$ cat config.mk
export PLATFORM = sky130hd
export DESIGN_NAME = pipeline_wb_stage
export DESIGN_NICKNAME = d
export VERILOG_FILES = /design/src/rtl/pipeline_wb_stage.sv
export SDC_FILE = /design/constraint.sdc
export NUM_CORES = 1
export LEC_CHECK = 0
export CAP_MARGIN = 10
export CORE_MARGIN = 1
export CORE_UTILIZATION = 45
export DETAILED_ROUTE_END_ITERATION = 12
export HOLD_SLACK_MARGIN = 0.05
export PLACE_DENSITY = 0.75
export SLEW_MARGIN = 10
export SYNTH_ARGS = -nofsm -noshare
export SYNTH_HDL_FRONTEND = slang
export SYNTH_SLANG_ARGS = --single-unit
$ cat constraint.sdc
create_clock -name i_clk -period 25.4 [get_ports i_clk]
set_input_delay 5.08 -clock i_clk [delete_from_list [all_inputs] [get_ports i_clk]]
set_output_delay 5.08 -clock i_clk [all_outputs]
set_load 0.005 [all_outputs]
$ cat src/rtl/pipeline_wb_stage.sv
// MEM->WB pipeline stage: valid/ready handshake over a 1- or 2-entry circular skid buffer,
// with flush, a retirement counter and fixed bubble values on the outputs whenever the stage is empty.
module pipeline_wb_stage #(
   parameter int          DATA_W      = 32,
   parameter int          RN_W        = 5,
   parameter int          DEPTH       = 2,
   parameter logic [31:0] BUBBLE_PC   = 32'h1,
   parameter logic [31:0] BUBBLE_INST = 32'h0,
   parameter int          CNT_W       = 32
) (
   input  logic              i_clk,
   input  logic              i_reset,
   input  logic              i_flush,
   input  logic              i_in_valid,
   output logic              o_in_ready,
   input  logic              i_in_wreg,
   input  logic              i_in_m2reg,
   input  logic [DATA_W-1:0] i_in_data,
   input  logic [DATA_W-1:0] i_in_memout,
   input  logic [RN_W-1:0]   i_in_rn,
   input  logic [31:0]       i_in_pc,
   input  logic [31:0]       i_in_inst,
   output logic              o_out_valid,
   input  logic              i_out_ready,
   output logic              o_out_wreg,
   output logic              o_out_m2reg,
   output logic [DATA_W-1:0] o_out_data,
   output logic [DATA_W-1:0] o_out_memout,
   output logic [RN_W-1:0]   o_out_rn,
   output logic [31:0]       o_out_pc,
   output logic [31:0]       o_out_inst,
   output logic [CNT_W-1:0]  o_retire_count
);

   localparam int PW = 2 + 2 * DATA_W + RN_W + 64;

   logic [1:0]       r_count;
   logic             r_head;
   logic             r_tail;
   logic [CNT_W-1:0] r_retire;
   logic [PW-1:0]    r_mem [0:1];

   logic             w_in_ready;
   logic             w_out_valid;
   logic             w_push;
   logic             w_pop;
   logic [PW-1:0]    w_in_word;
   logic [PW-1:0]    w_head_word;

   // Pointers wrap modulo DEPTH; with a single entry they stay pinned at slot 0.
   function automatic logic next_ptr(input logic p);
      if (DEPTH == 2) begin
         return ~p;
      end else begin
         return 1'b0;
      end
   endfunction

   assign w_out_valid = (r_count != 2'd0);
   assign w_push      = i_in_valid & w_in_ready & ~i_flush;
   assign w_pop       = w_out_valid & i_out_ready;
   assign w_in_word   = {i_in_wreg, i_in_m2reg, i_in_data, i_in_memout, i_in_rn, i_in_pc, i_in_inst};
   assign w_head_word = r_mem[r_head];

   // Two entries break the ready path from the consumer; one entry must pass ready through.
   always_comb begin
      if (DEPTH == 1) begin
         w_in_ready = (r_count == 2'd0) | i_out_ready;
      end else begin
         w_in_ready = (r_count < 2'd2);
      end
   end

   always_comb begin
      if (w_out_valid) begin
         o_out_wreg   = w_head_word[PW-1];
         o_out_m2reg  = w_head_word[PW-2];
         o_out_data   = w_head_word[PW-3 -: DATA_W];
         o_out_memout = w_head_word[PW-3-DATA_W -: DATA_W];
         o_out_rn     = w_head_word[RN_W+63 -: RN_W];
         o_out_pc     = w_head_word[63:32];
         o_out_inst   = w_head_word[31:0];
      end else begin
         o_out_wreg   = 1'b0;
         o_out_m2reg  = 1'b0;
         o_out_data   = {DATA_W{1'b0}};
         o_out_memout = {DATA_W{1'b0}};
         o_out_rn     = {RN_W{1'b0}};
         o_out_pc     = BUBBLE_PC;
         o_out_inst   = BUBBLE_INST;
      end
   end

   // A pop in a flush cycle still retires: the consumer already took the head.
   always_ff @(posedge i_clk) begin
      if (i_reset) begin
         r_count  <= 2'd0;
         r_head   <= 1'b0;
         r_tail   <= 1'b0;
         r_retire <= {CNT_W{1'b0}};
      end else begin
         if (w_pop) begin
            r_retire <= r_retire + CNT_W'(1);
         end
         if (i_flush) begin
            r_count <= 2'd0;
            r_head  <= 1'b0;
            r_tail  <= 1'b0;
         end else begin
            if (w_push) begin
               r_tail <= next_ptr(r_tail);
            end
            if (w_pop) begin
               r_head <= next_ptr(r_head);
            end
            case ({w_push, w_pop})
               2'b10:   r_count <= r_count + 2'd1;
               2'b01:   r_count <= r_count - 2'd1;
               default: r_count <= r_count;
            endcase
         end
      end
   end

   // Payload storage is not reset; the output mux hides stale entries.
   always_ff @(posedge i_clk) begin
      if (w_push) begin
         r_mem[r_tail] <= w_in_word;
      end
   end

   assign o_in_ready     = w_in_ready;
   assign o_out_valid    = w_out_valid;
   assign o_retire_count = r_retire;

endmodule

== Yosys cells after proc, flatten, opt, wreduce, memory -nomap -nowiden ==
Memories as Yosys holds them, arrays and structs flattened. A register that Yosys moved wholly into a read port is not among the register bits.
Cells that the tools add are included.

* Add/subtract/negate cells: 3
* Order comparisons: 1
* Equality and inequality tests: 2
* Mux-type cells: 12
* Bitwise operators: 6
* Reductions and logical operators: 3

{| class="wikitable"
|+ Operators by type and width
! kind !! count
|-
| $mux W32 || 4
|-
| $add A32 B1 Y32 const B || 1
|-
| $mux W1 || 6
|-
| $mux W5 || 1
|-
| $pmux W2 S2 || 1
|-
| $reduce_bool A2 Y1 || 2
|-
| $and A1 B1 Y1 || 3
|-
| $not A1 Y1 || 3
|-
| $add A2 B1 Y2 const B || 1
|-
| $eq A2 B1 Y1 const B || 1
|-
| $eq A2 B2 Y1 const B || 1
|-
| $lt A2 B2 Y1 const B || 1
|-
| $reduce_or A2 Y1 || 1
|-
| $sub A2 B1 Y2 const B || 1
|}

* Register bits: 36
* RAM bits: 270
* Output and inout port bits: 169
* Memories kept: 1

{| class="wikitable"
|+ Memories
! name !! words !! bits a word !! read ports !! clocked after Yosys merged registers in !! wr ports !! RTL line !! source
|-
| r_mem || 2 || 135 || 1 || 1 || 1 || 41 || <nowiki>logic [PW-1:0] r_mem [0:1];</nowiki>
|}

== Depth between registers and ports, before layout ==
Gate-level depths: netlist of run 1.

* Word-level depth: 5
* Depth in mapped cells: 10
* Mapped depth without buffers: 8

== Least setup slack after synthesis of run 1 ==
No wires, ideal clock.

* Kind: input-to-reg
* Start: input port i_flush
* End: memory r_mem[0][0] (netlist name), enable pin
* Arrival time: 11.003 ns
* Path slack: 13.765 ns
* Cell stages on the path: 4
* Path buffers: 0
* Cells stage by stage: inv_1 -> and3_1 -> inv_1 -> nor2_1

* Word-level cells in the longest chain between the ends: 4

{| class="wikitable"
|+ Ends and longest elaborated chain
! what !! RTL line !! source
|-
| start: declaration || 13 || <nowiki>input logic i_flush,</nowiki>
|-
| $not A1 Y1 || 60 || <nowiki>assign w_push = i_in_valid & w_in_ready & ~i_flush;</nowiki>
|-
| $and A1 B1 Y1 || 60 ||
|-
| $mux W1 || 127 || <nowiki>if (w_push) begin</nowiki>
|-
| $mux W1 (not written as such) || 128 || <nowiki>r_mem[r_tail] <= w_in_word;</nowiki>
|-
| end: declaration || 41 ||
|}

No other way between the ends.

==> qor.txt, run 1 <==
outcome: completed
crit-path most repeated cell: buf_4
CP required: 20320 ps
RSZ-0062 raised after global routing: no
Internal Pwr Total: 0.9051 mW
clk_lat worst skew: 500 ps
syn_area_per_cell: 15.22 um^2
Tot Pwr: 1.124 mW
Setup-failing EPs final: 0
vias per inst: 5.161
fmax: 112.9 MHz
fin. max-slew vios: 0
Layout Cells excl Fill: 1453
largest net degree at the start of global routing: 101
placed cells: 1393
Detail Placement HPWL: 17.11 mm
Top FF cell, synth: edfxtp_1
Multi-input gate area: 0.002903 mm^2
CP max stage delay: 840 ps
#FFs+latches synth: 307
Syn Inst Count: 784
Die W: 164.8 um
CTS H-Tree Depth: 2
placed cell area: 0.01534 mm^2
FF+latch area: 0.008852 mm^2
Worst Hold Depth: 2
cts repair resizes: 0
DRT Pass-1 Iters: 5
share of cells above drive strength 1: 5.814%
clock transition at the registers of the reported paths: 60 ps
initial antenna violation count: 0
first-iteration detailed-routing DRC count: 450
logic gate share of total power: 6.1%
Post-Route WL: 26.52 mm
Arr. time, crit path: 3780 ps
height of the die: 164.8 um
IO Pins: 309
number of flops mapped to enable cells by yosys: 270
Clock Skew: 19.24 ps
Fin Setup TNS: 0 ps
Tot GR Track Use: 18.86%
leakage: 5.215 nW
Design Area, Final: 0.01646 mm^2
Max Fanout on Critical Path: 46
drt wl/cell: 18.25 um
CTS tree: done
post-route ant nets: 0
synthesized area: 0.01193 mm^2
post-CTS setup buffers: 0
Tmin final: 8858 ps
n_diodes: 0
CP Cell Sequence: buf_4 > buf_4 > mux2i_1 > nor2_1 > clkdlybuf4s50_1
routability congestion estimate: 0.7623
Final period util: 34.87%
die area: 0.02716 mm^2
ys async rst share: 0%
Hold Crit Class: reg2reg
crit end category: output port
Vias: 7499
power share of the clock group: 43.4%
area delta synth->final: 37.96%
RR Startpoint: r_count[0]$_SDFFE_PP0P_
Netlist cell types: 36
Final nets: 1236
Starting Density: 45.78%
maxcap violations: 0
I/O Buffers: 308
core area: 0.02606 mm^2
pwr dens: 68.27 mW/mm^2
first-pass GRT wire length: 39.26 mm
Core Rows: 59
CTS Buffer Depth: 3
Max stage delay cell, worst path: dfxtp_4
crit path capture: o_out_memout[28]
worst slew pin tran: 1098 ps
TritonCTS Sinks: 307
VDD IR max: 0.00006195 V
hold buffers post-CTS: 0
worst r2r dst: r_count[1]$_SDFFE_PP0P_
Filler cells: 1924
sequential power share: 50.5%
Seq/Total Area, Yosys: 74.18%
Psw: 0.2184 mW
reg2reg path depth: 8
Rel. slew slack: 26.79%
Residual DRC: 0
gr ovfl total: 0
critical path class: reg2out
Synth Warn #: 0
Sw Ratio: 19.44%
clock tree root buffer cell: clkbuf_16
vias in the first global route: 7302
Hold Vio Cnt, Final: 0
post-synth net total: 926
crit path launch type: register
R2R Setup Slk: 22000 ps
Inserted Clock Buffers: 34
==> critical path, delay by kind of cell, from the launching register on <==
kind / cells / cell delay [ps]
buf+inv: 3 / 2040
flops: 1 / 840
simple gates: 1 / 200
mux: 1 / 170
==> stage by stage <==
stage          util (%)  hold slack [ps]  setup slack (ps)
2_1_floorplan         -            476.5             13760
3_3_place_gp      58.85            473.5             16920
3_5_place_dp      58.85            493.0             16940
4_1_cts           63.15            501.6             16400
5_1_grt           63.15            529.6             16320
6_report          63.15            499.8             16540
==> metal layers <==
metal,track usage (%),vias up,part of all wire (%)
met5,0,-,0
met4,7.631,0,3.5
met3,4.445,57,6.3
met2,31.21,264,50
met1,23.84,3624,40
li1,-,3554,-
==> cell families after synthesis <==
| logic type | Yosys count | synth area share (%) |
|---|---|---|
| AOI/OAI and AO/OA | 36 | 2.077 |
| DFF | 307 | 74.18 |
| and+or+nand+nor | 236 | 9.031 |
| xor gates and xnor gates | 16 | 1.175 |
| buffers and inverters | 48 | 1.636 |
| adders and majority gates | 2 | 0.2097 |
| muxes | 139 | 11.70 |
==> flip-flops by register name, summed over array words and instances (netlist names), named ones only <==
name	flops
o_retire_count	32
r_count	2
r_tail	1
r_head	1
r_mem	270
==> layout make-up <==
type	count	area share (%)
clock buffers	41	5.459
inverters	7	0.1597
clock inverters	19	1.353
repair buffers	315	19.05
flip-flops and latches	307	53.79
multi-input cells	429	17.64
well taps	335	2.547
==> cell usage in the layout, fill, tap and decap left out, types with 4 or more instances in the layout <==
master           count
buf_4                7
nand3_1             13
bufinv_16            5
o31ai_1             11
clkbuf_16           35
clkdlybuf4s50_1    308
or4_1               14
clkbuf_1             6
inv_1                6
dfxtp_1             36
xor2_1               8
or3_1                4
edfxtp_1           270
nor3_1               8
mux2i_1            136
nand2_1              8
clkinv_2             5
a21oi_1             14
clkinv_1             6
nor2_1             150
nor4_1               4
xnor2_1              8
nand4_1             14
and3_1               7
==> cells in the mapped netlist (all sizes together), types with 7 or more instances <==
library cell  number  area [um^2]
edfxtp           270         8108
nor2             152        570.6
mux2i            136         1361
dfxtp             37        740.7
buf               25        108.9
clkbuf            16        60.06
a21oi             14        70.07
nand4             14        87.58
or4               14        105.1
nand3             13        65.06
o31ai             11        82.58
nand2              8        30.03
nor3               8        40.04
xnor2              8        70.07
xor2               8        70.07
and3               7        43.79
inv                7        26.27
==> worst min-delay path by stage <==
stage | from | slack, ps | to
after global routing | o_retire_count[13]$_SDFFE_PP0P_ | 530 | o_retire_count[13]$_SDFFE_PP0P_
after global placement | o_retire_count[18]$_SDFFE_PP0P_ | 470 | o_retire_count[18]$_SDFFE_PP0P_
after CTS | o_retire_count[18]$_SDFFE_PP0P_ | 500 | o_retire_count[18]$_SDFFE_PP0P_
after floorplan | o_retire_count[18]$_SDFFE_PP0P_ | 480 | o_retire_count[18]$_SDFFE_PP0P_
after detailed placement | o_retire_count[13]$_SDFFE_PP0P_ | 490 | o_retire_count[13]$_SDFFE_PP0P_
final | o_retire_count[18]$_SDFFE_PP0P_ | 500 | o_retire_count[18]$_SDFFE_PP0P_
==> power groups by stage <==
stage               registers, mW  clock network [mW]  logic, mW
floorplan                   0.578                   0     0.0227
global placement            0.577                   0     0.0678
detailed placement          0.578                   0     0.0689
CTS                         0.567               0.499     0.0695
global route                0.568               0.519     0.0740
finish                      0.567               0.488     0.0685
(Power assumes the default switching activity.)
==> run 2, diff against run 1 <==
- clock period: 25.4 -> 8.9 ns (I/O delays scaled with it)
==> run 2 against run 1 <==
Compared with the run above: critical path depth stayed put; critical endpoint is now o_out_pc[0]; sequential cell count stayed put; hold slack better by 11 ps; sequential share of layout area is 0.60 points higher; wire length is 0.59% lower; clock skew is 3.6 ps lower; cell area is 1.1% lower; count of clock-buffer cells in the layout is 3 lower; die area stayed put.
==> qor.txt, run 2 (synthesis results as in run 1) <==
outcome: completed
Die W: 164.8 um
Fin Setup TNS: 0 ps
Rel. slew slack: 29.09%
die area: 0.02716 mm^2
Post-Route WL: 26.37 mm
Setup-failing EPs final: 0
pre-CTS setup slack: 4172 ps
Multi-input gate area: 0.002903 mm^2
Hold Crit Class: reg2reg
cts repair resizes: 0
crit end category: output port
commonest non-fill, non-tap cells in the layout: 308 x clkdlybuf4s50_1, 270 x edfxtp_1, 150 x nor2_1, 136 x mux2i_1, 36 x dfxtp_1
Filler cells: 1948
VDD IR max: 0.0001481 V
CTS H-Tree Depth: 1
vias in the first global route: 7162
clk_lat worst skew: 540 ps
Tot GR Track Use: 18.74%
initial antenna violation count: 3
number of flip-flops in the largest register: 270
Residual DRC: 0
height of the die: 164.8 um
DRT Pass-1 Iters: 5
clock transition at the registers of the reported paths: 60 ps
critical path class: reg2out
Starting Density: 45.78%
Arr. time, crit path: 3460 ps
Clock Skew: 15.69 ps
Max Fanout on Critical Path: 100
vias per inst: 5.156
pwr dens: 184.9 mW/mm^2
first-iteration detailed-routing DRC count: 530
Tmin final: 5237 ps
drt wl/cell: 18.17 um
hold buffers post-CTS: 0
TritonCTS Sinks: 307
largest net degree at the start of global routing: 101
I/O Buffers: 308
Final period util: 58.85%
Core Rows: 59
worst slew pin tran: 1064 ps
routability congestion estimate: 0.7635
Vias: 7481
FF+latch area: 0.008852 mm^2
Inserted Clock Buffers: 31
fmax: 190.9 MHz
leakage: 5.119 nW
CTS Buffer Depth: 3
maxcap violations: 0
fin. max-slew vios: 0
Tot Pwr: 3.009 mW
share of cells above drive strength 1: 5.121%
first-pass GRT wire length: 38.90 mm
crit path launch type: register
min-delay src: o_retire_count[13]$_SDFFE_PP0P_
Final nets: 1233
RSZ-0062 raised after global routing: no
Critical Path Source: r_count[0]$_SDFFE_PP0P_
IO Pins: 309
post-route ant nets: 0
Largest Register: r_mem
CTS tree: done
clock tree root buffer cell: clkbuf_16
Hold Vio Cnt, Final: 0
Detail Placement HPWL: 17.15 mm
area delta synth->final: 36.45%
RR Startpoint: r_count[0]$_SDFFE_PP0P_
commonest non-fill, non-tap cell in the layout: clkdlybuf4s50_1
CP required: 7120 ps
worst setup margin: 3663 ps
gr ovfl total: 0
post-CTS setup buffers: 0
core area: 0.02606 mm^2
[run 2: stage by stage]
stage	util (%)	hold slack (ps)	area, um^2	cells
6_report	62.46	511.3	16280	1451
5_1_grt	62.44	529.8	16270	1449
4_1_cts	62.43	506.5	16270	1448
3_5_place_dp	58.85	495.9	15340	1393
3_3_place_gp	58.85	473.3	15340	1393
2_1_floorplan	-	476.5	11930	784
[run 2: path summary, 6_finish.rpt]
kind	to	slack, ps	depth (start not counted)
worst max-delay path	o_out_pc[0]	3660	5
worst min-delay path	o_retire_count[13]$_SDFFE_PP0P_	510	2
worst max register to register	r_count[1]$_SDFFE_PP0P_	5490	8
worst min register to register	o_retire_count[13]$_SDFFE_PP0P_	510	2
[run 2: routing by layer]
metal	track usage [%]	routed length, um	vias up
li1	-	-	3551
met3	3.943	1563	40
met4	5.630	659	2
met2	31.72	13440	239
met1	24.18	10690	3649
met5	0	11	-
[run 2: layout make-up]
class | count | share of cell area, %
flip-flops and latches | 307 | 54.39
repair buffers | 315 | 19.26
multi-input cells | 429 | 17.83
clock buffers | 38 | 4.927
well taps | 335 | 2.575
clock inverters | 17 | 0.8071
inverters | 7 | 0.1614
diodes | 3 | 0.04612
[run 2: critical path, stage by stage (launching register included)]
cell and delay [ps]:
dfxtp_1 400, nor2_4 730, buf_4 890, inv_2 160, nand2_1 120, clkdlybuf4s50_1 500
[run 2: where the power goes]
part	total, mW	switching, mW	leakage, nW	internal (mW)
Combinational	0.196	0.0843	1.89	0.112
Clock	1.20	0.505	0.451	0.691
Sequential	1.62	0.0106	2.78	1.61
Total	3.01	0.600	5.12	2.41
==> run 3, diff against run 2 <==
- CORE_UTILIZATION: 45 -> 44
- PLACE_DENSITY: 0.75 -> 0.76
- clock period: 8.9 -> 4.6 ns (I/O delays scaled with it)
==> run 3 against run 2 <==
Compared with the run above: non-clock buffer count grew 3; worst setup slack lost 2600 ps; cell area grew 0.83%; hold slack lost 4.8 ps; wire length grew 0.35%; combinational power grew 97%; count of clock-buffer cells in the layout grew 5; total power grew 97%; cell count is essentially flat; register-to-register slack lost 3500 ps; sequential power grew 93%.
==> qor.txt, run 3 (synthesis results as in run 1) <==
outcome: completed
Rel. slew slack: 44.31%
Clock Skew: 7.309 ps
leakage: 5.183 nW
Starting Density: 45.26%
number of flip-flops in the largest register: 270
Detail Placement HPWL: 17.31 mm
clock transition at the registers of the reported paths: 60 ps
CP Cell Sequence: nor2_4 > buf_4 > nor2_1 > clkdlybuf4s50_1
DRT Pass-1 Iters: 5
Hold Vio Cnt, Final: 0
pwr dens: 361.4 mW/mm^2
CTS H-Tree Depth: 1
clk_lat worst skew: 560 ps
drt wl/cell: 18.22 um
die area: 0.02777 mm^2
Hold Crit Class: reg2reg
routability congestion estimate: 0.7851
Max Fanout on Critical Path: 34
Psw: 1.180 mW
IO Pins: 309
CP required: 3680 ps
initial antenna violation count: 2
RSZ-0062 raised after global routing: no
CP delay by family, top: buffers and inverters
Arr. time, crit path: 2640 ps
Largest Register: r_mem
R2R Setup Slk: 2000 ps
Tot Pwr: 5.931 mW
I/O Buffers: 308
power share of the clock group: 40.8%
Max stage delay cell, worst path: nor2_4
Setup-failing EPs final: 0
TritonCTS Sinks: 307
logic gate share of total power: 6.5%
hold endpoint: o_retire_count[28]$_SDFFE_PP0P_
Vias: 7456
critical path class: reg2out
Die W: 166.7 um
CP max stage delay: 630 ps
pre-CTS setup slack: 1529 ps
worst setup margin: 1040 ps
first-iteration detailed-routing DRC count: 482
fmax: 280.9 MHz
Post-Route WL: 26.46 mm
fin. max-slew vios: 0
post-CTS setup buffers: 0
crit path launch type: register
share of cells above drive strength 1: 5.740%
Sw Ratio: 19.89%
CTS Buffer Depth: 3
worst r2r dst: r_count[1]$_SDFFE_PP0P_
area delta synth->final: 37.58%
crit end category: output port
Tmin final: 3560 ps
core area: 0.02635 mm^2
Multi-input gate area: 0.002903 mm^2
Tot GR Track Use: 18.31%
gr ovfl total: 0
Final nets: 1236
cts repair resizes: 0
height of the die: 166.7 um
Residual DRC: 0
hold buffers post-CTS: 0
min-delay src: o_retire_count[28]$_SDFFE_PP0P_
Final period util: 77.39%
crit path buf inv count: 2
first-pass GRT wire length: 39.70 mm
commonest non-fill, non-tap cells in the layout: 308 x clkdlybuf4s50_1, 270 x edfxtp_1, 150 x nor2_1, 136 x mux2i_1, 36 x dfxtp_1
sequential power share: 52.7%
worst slew pin tran: 835.4 ps
clock tree root buffer cell: clkbuf_16
Worst Hold Depth: 2
VDD IR max: 0.0002487 V
Internal Pwr Total: 4.751 mW
post-route ant nets: 0
maxcap violations: 0
Inserted Clock Buffers: 31
FF+latch area: 0.008852 mm^2
largest net degree at the start of global routing: 136
reg2reg path depth: 8
Fin Setup TNS: 0 ps
vias in the first global route: 7189
Core Rows: 59
CTS tree: done
vias per inst: 5.135
RR Startpoint: r_count[0]$_SDFFE_PP0P_
final hold slack: 506.5 ps
Filler cells: 1956
commonest non-fill, non-tap cell in the layout: clkdlybuf4s50_1
==> run 3: worst max path at each step <==
stage,startpoint,endpoint,slack (ps),depth (start not counted)
6_report,r_count[0]$_SDFFE_PP0P_,o_out_memout[10],1040,4
5_1_grt,r_count[0]$_SDFFE_PP0P_,o_out_memout[10],880,4
4_1_cts,r_count[0]$_SDFFE_PP0P_,o_out_memout[10],970,4
3_5_place_dp,i_out_ready,o_retire_count[20]$_SDFFE_PP0P_,1530,5
3_3_place_gp,i_out_ready,o_retire_count[22]$_SDFFE_PP0P_,1550,5
2_1_floorplan,i_flush,r_mem[0][0]$_DFFE_PP_,970,4
==> run 3: power groups by stage <==
stage	registers, mW	logic (mW)	clock network [mW]
after floorplan	3.18	0.126	0
after global placement	3.18	0.380	0
after detailed placement	3.18	0.388	0
after CTS	3.13	0.391	2.48
after global routing	3.13	0.414	2.59
final	3.13	0.386	2.42
==> run 3: stage by stage <==
stage                     instance area [um^2]  instances  utilization, %
after floorplan                          11940        784               -
final                                    16410       1452           62.28
after global routing                     16410       1452           62.28
after CTS                                16410       1450           62.26
after detailed placement                 15420       1396           58.51
after global placement                   15420       1396           58.51
==> run 3: worst reg2reg max path, cell delays in order, from the launching register on <==
cell	delay, ps
dfxtp_1	400
nor2_4	630
buf_12	360
inv_2	110
and2_1	250
ha_1	340
nor2_1	150
xnor2_1	150
nor3_1	60
==> run 3: layer usage <==
| layer | vias to the layer above | part of all wire, % | track usage [%] |
|---|---|---|---|
| li1 | 3554 | - | - |
| met1 | 3625 | 41 | 22.63 |
| met2 | 238 | 50 | 31.84 |
| met3 | 39 | 5.7 | 4.064 |
| met4 | 0 | 2.5 | 5.998 |
| met5 | - | 0 | 0 |
==> run 3: cell type report <==
type	count	area share, %
tap	335	2.554
clock buffer	43	5.291
clock inverter	11	0.7166
antenna	2	0.03049
timing repair buffer	318	19.62
multi-input combinational	429	17.69
inverter	7	0.1601
sequential	307	53.94
